**src/rtl/ps2_scan_rx.sv**
```systemverilog
// ps2_scan_rx
// Receives PS/2 device-to-host frames and buffers good scancodes in a FIFO.
// The raw pins are oversampled through 3-flop synchronizers. Each 11-bit
// frame is checked for its start bit, stop bit and odd parity. Good bytes
// are pushed into a power-of-two FIFO, and a valid/ready handshake drains it.
//
// Ports
//   clk        system clock, rising edge
//   rst_n      asynchronous active-low reset
//   ps2_clk    raw PS/2 clock pin (async, idle high)
//   ps2_data   raw PS/2 data pin (async, idle high)
//   out_valid  FIFO holds at least one scancode
//   out_ready  downstream takes out_data this cycle
//   out_data   oldest buffered scancode
//   overflow   sticky: a good frame was dropped because the FIFO was full
//   frame_err  sticky: start/stop/parity error, or a partial frame timed out
//   err_clr    one-cycle pulse that clears both sticky flags (a new event wins)
module ps2_scan_rx #(
    parameter int FIFO_DEPTH  = 8,
    parameter int TIMEOUT_CYC = 50000
) (
    input  logic       clk,
    input  logic       rst_n,
    input  logic       ps2_clk,
    input  logic       ps2_data,
    output logic       out_valid,
    input  logic       out_ready,
    output logic [7:0] out_data,
    output logic       overflow,
    output logic       frame_err,
    input  logic       err_clr
);

    localparam int AW = $clog2(FIFO_DEPTH);
    localparam int PW = AW + 1;
    localparam int IW = $clog2(TIMEOUT_CYC + 1);

    logic [2:0]    s_clk_q, s_dat_q;
    logic [3:0]    cnt_q, cnt_d;
    logic [9:0]    bits_q, bits_d;
    logic [IW-1:0] idle_q, idle_d;
    logic [PW-1:0] wptr_q, wptr_d, rptr_q, rptr_d;
    logic          ovf_q, ovf_d, ferr_q, ferr_d;
    logic [7:0]    mem [FIFO_DEPTH];

    logic fe, bit_in, frame_done, frame_good, frame_bad, timeout;
    logic empty, full, pop, push, drop;

    // The oldest data sample is not needed; s_dat[1] lines up with s_clk[1].
    logic unused_dat;
    assign unused_dat = s_dat_q[2];

    // ---- synchronizer stage: s[0] newest, edge seen between s[2] and s[1]
    always_ff @(posedge clk or negedge rst_n) begin
        if (!rst_n) begin
            s_clk_q <= 3'b111;
            s_dat_q <= 3'b111;
        end else begin
            s_clk_q <= {s_clk_q[1:0], ps2_clk};
            s_dat_q <= {s_dat_q[1:0], ps2_data};
        end
    end

    always_comb begin
        fe         = s_clk_q[2] & ~s_clk_q[1];
        bit_in     = s_dat_q[1];
        frame_done = fe && (cnt_q == 4'd10);
        // bits_q[0] is the start bit, [8:1] data LSB first, [9] parity;
        // the stop bit is the sample arriving now.
        frame_good = frame_done && !bits_q[0] && bit_in && (^bits_q[9:1]);
        frame_bad  = frame_done && !frame_good;
        timeout    = !fe && (cnt_q != 4'd0) && (idle_q == IW'(TIMEOUT_CYC));

        // ---- deframer / idle timer next state
        cnt_d  = cnt_q;
        bits_d = bits_q;
        idle_d = idle_q;
        if (fe) begin
            idle_d = '0;
            if (cnt_q < 4'd10) begin
                cnt_d  = cnt_q + 4'd1;
                // Shift in from the top so the first bit ends at bits_q[0].
                bits_d = {bit_in, bits_q[9:1]};
            end else begin
                cnt_d = 4'd0;
            end
        end else if (cnt_q != 4'd0) begin
            if (timeout) begin
                cnt_d  = 4'd0;
                idle_d = '0;
            end else begin
                idle_d = idle_q + IW'(1);
            end
        end else begin
            idle_d = '0;
        end

        // ---- FIFO control; the wrap bit tells full apart from empty
        empty     = (wptr_q == rptr_q);
        full      = (wptr_q[AW] != rptr_q[AW]) &&
                    (wptr_q[AW-1:0] == rptr_q[AW-1:0]);
        out_valid = !empty;
        pop       = out_valid && out_ready;
        // A pop in the same cycle frees a slot, so a full FIFO can still accept.
        push      = frame_good && (!full || pop);
        drop      = frame_good && full && !pop;
        wptr_d    = push ? wptr_q + PW'(1) : wptr_q;
        rptr_d    = pop  ? rptr_q + PW'(1) : rptr_q;

        // Set has priority over clear.
        ovf_d  = (ovf_q  && !err_clr) || drop;
        ferr_d = (ferr_q && !err_clr) || frame_bad || timeout;
    end

    // ---- control state registers
    always_ff @(posedge clk or negedge rst_n) begin
        if (!rst_n) begin
            cnt_q  <= 4'd0;
            idle_q <= '0;
            wptr_q <= '0;
            rptr_q <= '0;
            ovf_q  <= 1'b0;
            ferr_q <= 1'b0;
        end else begin
            cnt_q  <= cnt_d;
            idle_q <= idle_d;
            wptr_q <= wptr_d;
            rptr_q <= rptr_d;
            ovf_q  <= ovf_d;
            ferr_q <= ferr_d;
        end
    end

    // ---- data registers: no reset, since cnt and the pointers qualify them
    always_ff @(posedge clk) begin
        bits_q <= bits_d;
        if (push) begin
            mem[wptr_q[AW-1:0]] <= bits_q[8:1];
        end
    end

    assign out_data  = mem[rptr_q[AW-1:0]];
    assign overflow  = ovf_q;
    assign frame_err = ferr_q;

endmodule

```
**config.mk**
```make
export PLATFORM = sky130hd
export DESIGN_NAME = ps2_scan_rx
export DESIGN_NICKNAME = d
export VERILOG_FILES = /design/src/rtl/ps2_scan_rx.sv
export SDC_FILE = /design/constraint.sdc
export NUM_CORES = 1
export LEC_CHECK = 0
export BUFFER_PORTS_ARGS = -buffer_cell sky130_fd_sc_hd__buf_2
export CORE_MARGIN = 4
export CORE_UTILIZATION = 45
export CTS_BUF_LIST = sky130_fd_sc_hd__clkbuf_8
export CTS_CLUSTER_SIZE = 8
export DETAILED_ROUTE_END_ITERATION = 6
export GPL_TIMING_DRIVEN = 0
export PLACE_DENSITY = 0.73
export SYNTH_ARGS = -nofsm -noshare
export SYNTH_HDL_FRONTEND = slang
export SYNTH_SLANG_ARGS = --single-unit
export TNS_END_PERCENT = 100
```
**constraint.sdc**
```tcl
create_clock -name clk -period 3 [get_ports clk]
set_input_delay 0.15 -clock clk [delete_from_list [all_inputs] [get_ports clk]]
set_output_delay 0.15 -clock clk [all_outputs]
set_load 0.01 [all_outputs]
```
==> flow_summary.yaml <==
run_status:
  run_status: "complete, no violations"
yosys:
  netlist_area_mm2: 0.00457
  synthesis.nets: 299
  netlist_instances: 286
  post_synth.cell_area_avg_um2: 16.0
  register_bit_total_from_synthesis: 109
  yosysWarnings: 0
  synth_seq_area_share_pct: 67.9
  synth_cell_types: 39
pwr:
  internal_power_mw: 2.57
  switching_power_mw: 1.08
  seq_power_share_pct: 48.6
  switching_share_pct: 29.6
  clock_power_share_pct: 25.5
  comb_power_share_pct: 25.9
  cellPowerDensity_mw_per_mm2: 695
  totalPowerFinal_mw: 3.65
  peakVddDrop_mv: 0.331
  static-leakage-power_nw: 1.87
placed_design:
  dp.final_hpwl_mm: 5.01
  io_buffer_count: 16
  gpl.final_weighted_congestion: 0.736
  placed_cell_area_mm2: 0.00486
clocking:
  cts.root.buffer_cell: "sky130_fd_sc_hd__clkbuf_8"
  clock-sinks: 109
  max-clock-path-buffers: 2
  worst_skew_pair.late_latency_ps: 370
  numCtsBuffers: 9
  clock_pin_transition_on_the_worst_setup_and_hold_timing_paths_ps: 110
  cts_htree_levels: 3
  cts_tree: "yes"
worst_setup_path:
  setup.worst_path.start_class: "flop"
  arr_time_crit_path_ps: 2900
  worst-path-max-fanout: 10
  timing_worst_setup_path_type: "flop to flop"
  type_of_destination_of_the_critical_path: "flop"
  critPathRequiredTime_ps: 3090
global_route:
  grt_start_max_net_pins: 36
  grt_pass1_vias: 2324
  grt_pass1_wl_mm: 11.9
  global_route.usage.total_pct: 13.6
  antenna_found_initial: 0
  globalRouteOverflowTotal: 0
floorplanning:
  fp-row-count: 36
  core-area_mm2: 0.00982
  initial_core_util_pct: 46.6
  die_width_um: 109
  dieArea_mm2: 0.0118
  io-pin-count: 17
  die_height_um: 109
detailed_routing:
  first_iter_violations: 123
  detail-route-antenna-nets: 0
  drt-total-wl_mm: 7.51
  drt_pre_antenna_iters: 4
  routed_wire_length_per_instance_um: 16.2
  num_vias: 2425
  detail_route.vias_per_cell: 5.23
  post-route-drc-count: 0
flow_run:
  drv.max_cap_violation_count: 0
cells_and_area:
  layout-drive-gt1-share_pct: 26.6
  number_of_inserted_filler_cells_in_the_final_layout: 822
  synth_to_layout_area_growth_pct: 14.7
  nets: 339
  antenna_cells_inserted: 0
  design_area_mm2: 0.00525
timing:
  period_utilization_pct: 93.7
  finClkSkew_ps: 21.2
  setup-violations-final: 0
  period_needed_ps: 2810
  hold_viol: 0
  rsz0062_at_grt: "false"
  worst_hold_slack_ps: 85.9
  final-max-slew-violation-count: 0
  max_freq_mhz: 356
  tightest_slew_ps: 927
  headroom_to_the_max_slew_limit_pct: 38.0
hold_path:
  hp-class: "input port to flop"
[layout make-up]
type / count / area (um^2) / area share [%]
clock inverter: 7 / 86.3 / 1.65
inverter: 12 / 45.0 / 0.859
clock buffer: 9 / 124 / 2.36
multi-input combinational: 154 / 1450 / 27.6
buffer: 11 / 58.8 / 1.12
sequential: 109 / 3100 / 59.2
tap: 133 / 166 / 3.17
timing repair buffer: 29 / 213 / 4.05
[power by group through the flow]
stage / Combinational (mW) / Sequential (mW) / Clock [mW]
after detailed placement: 0.958 / 1.81 / 0
after global routing: 1.04 / 1.79 / 1.01
after CTS: 0.967 / 1.77 / 0.942
after global placement: 0.933 / 1.80 / 0
final: 0.945 / 1.77 / 0.931
after floorplan: 0.710 / 1.78 / 0
[timing repair]
item,in CTS,in global routing
endpoints found under the hold margin,33,0
pin swaps,0,3
resized for setup,7,1
setup buffers,2,4
endpoints found under the setup margin,45,29
hold buffers,4,0
[final timing paths]
check / from / endpoint / slack (ps) / depth (start not counted)
min in group asynchronous: rst_n / idle_q[9]$_DFF_PN0_ / 380 / 2
max reg2reg: bits_q[3]$_DFFE_PP_ / mem[2][0]$_DFFE_PP_ / 190 / 7
max in group asynchronous: rst_n / cnt_q[2]$_DFFE_PN0P_ / 2130 / 2
min: out_ready / overflow$_DFF_PN0_ / 90 / 4
max: bits_q[3]$_DFFE_PP_ / mem[2][0]$_DFFE_PP_ / 190 / 7
min reg2reg: s_clk_q[0]$_DFF_PN1_ / s_clk_q[1]$_DFF_PN1_ / 360 / 0
[synth_stat cells, drive strengths merged]
library cell | n | area, um^2
edfxtp | 74 | 2220
dfrtp | 30 | 751
nor2 | 24 | 90.1
xnor2 | 20 | 175
mux4 | 16 | 360
inv | 12 | 45.0
mux2 | 11 | 128
nand2 | 10 | 37.5
xor2 | 10 | 87.6
nand3 | 8 | 40.0
buf | 7 | 43.8
ha | 7 | 87.6
nor4 | 6 | 37.5
dfstp | 5 | 131
nand4 | 5 | 31.3
nor2b | 5 | 31.3
nor3 | 5 | 25.0
clkbuf | 4 | 15.0
nand2b | 3 | 18.8
nor4b | 3 | 45.0
a21oi | 2 | 10.0
and2 | 2 | 12.5
and4 | 2 | 17.5
o21ai | 2 | 10.0
o31ai | 2 | 15.0
a21o | 1 | 7.51
a221o | 1 | 10.0
a22o | 1 | 8.76
and3 | 1 | 6.26
nand3b | 1 | 7.51
nor3b | 1 | 7.51
nor4bb | 1 | 16.3
o21a | 1 | 7.51
o22ai | 1 | 6.26
or3 | 1 | 6.26
xnor3 | 1 | 22.5
[logic make-up (layout without fill, tap and decap cells)]
family	after synthesis	after routing	synth area share, %
flip-flops	109	109	67.9
adder cells (fa/ha/maj)	7	7	1.91
XOR/XNOR	31	31	6.24
AO/OA/AOI/OAI	11	11	1.64
multiplexers	27	27	10.7
AND/OR/NAND/NOR	78	78	9.41
buffers and inverters	23	68	2.27
[cells in the final DEF, fill, tap and decap left out, drive strengths merged, types with 2 or more instances in the layout]
| master | synthesis | layout |
|---|---|---|
| clkbuf | 4 | 13 |
| nor4b | 3 | 3 |
| edfxtp | 74 | 74 |
| dlygate4sd3 | 0 | 4 |
| nand4 | 5 | 5 |
| mux2 | 11 | 11 |
| and4 | 2 | 2 |
| o21ai | 2 | 2 |
| and2 | 2 | 2 |
| ha | 7 | 7 |
| buf | 7 | 32 |
| nor2b | 5 | 5 |
| nand2 | 10 | 10 |
| o31ai | 2 | 2 |
| nor2 | 24 | 24 |
| nor3 | 5 | 5 |
| nor4 | 6 | 6 |
| nand3 | 8 | 8 |
| nand2b | 3 | 3 |
| xnor2 | 20 | 20 |
| xor2 | 10 | 10 |
| mux4 | 16 | 16 |
| dfstp | 5 | 5 |
| inv | 12 | 16 |
| a21oi | 2 | 2 |
| dfrtp | 30 | 30 |
[worst max-delay path: stages (launching register included)]
cell	delay, ps
sky130_fd_sc_hd__edfxtp_1	540
sky130_fd_sc_hd__xor2_1	210
sky130_fd_sc_hd__xnor3_1	440
sky130_fd_sc_hd__xnor2_1	210
sky130_fd_sc_hd__or3_1	390
sky130_fd_sc_hd__buf_6	180
sky130_fd_sc_hd__nor4_4	330
sky130_fd_sc_hd__buf_4	240
[metrics by stage]
| step | worst slack [ps] | util (%) | TNS, ps | std cells |
|---|---|---|---|---|
| after global routing | 61.4 | 53.4 | 0 | 464 |
| after CTS | -3.91 | 52.8 | -3.91 | 460 |
| final | 189 | 53.4 | 0 | 464 |
| after detailed placement | -458 | 49.5 | -13490 | 438 |
| after floorplan | 60.5 | - | 0 | 286 |
| after global placement | -802 | 49.1 | -28160 | 435 |
[layer usage]
| layer | global-route usage (%) | wire length, um | part of all wire (%) |
|---|---|---|---|
| met1 | 17.5 | 3100 | 41 |
| met2 | 22.2 | 3890 | 52 |
| met3 | 2.55 | 340 | 4.5 |
| met4 | 6.76 | 181 | 2.4 |
| met5 | 0 | 0 | 0 |
[registers in the layout, summed over array words and instances (netlist names)]
register / count
mem: 64
idle_q: 16
bits_q: 10
cnt_q: 4
rptr_q: 4
wptr_q: 4
s_clk_q: 3
s_dat_q: 2
frame_err: 1
overflow: 1
(Power assumes the default switching activity.)
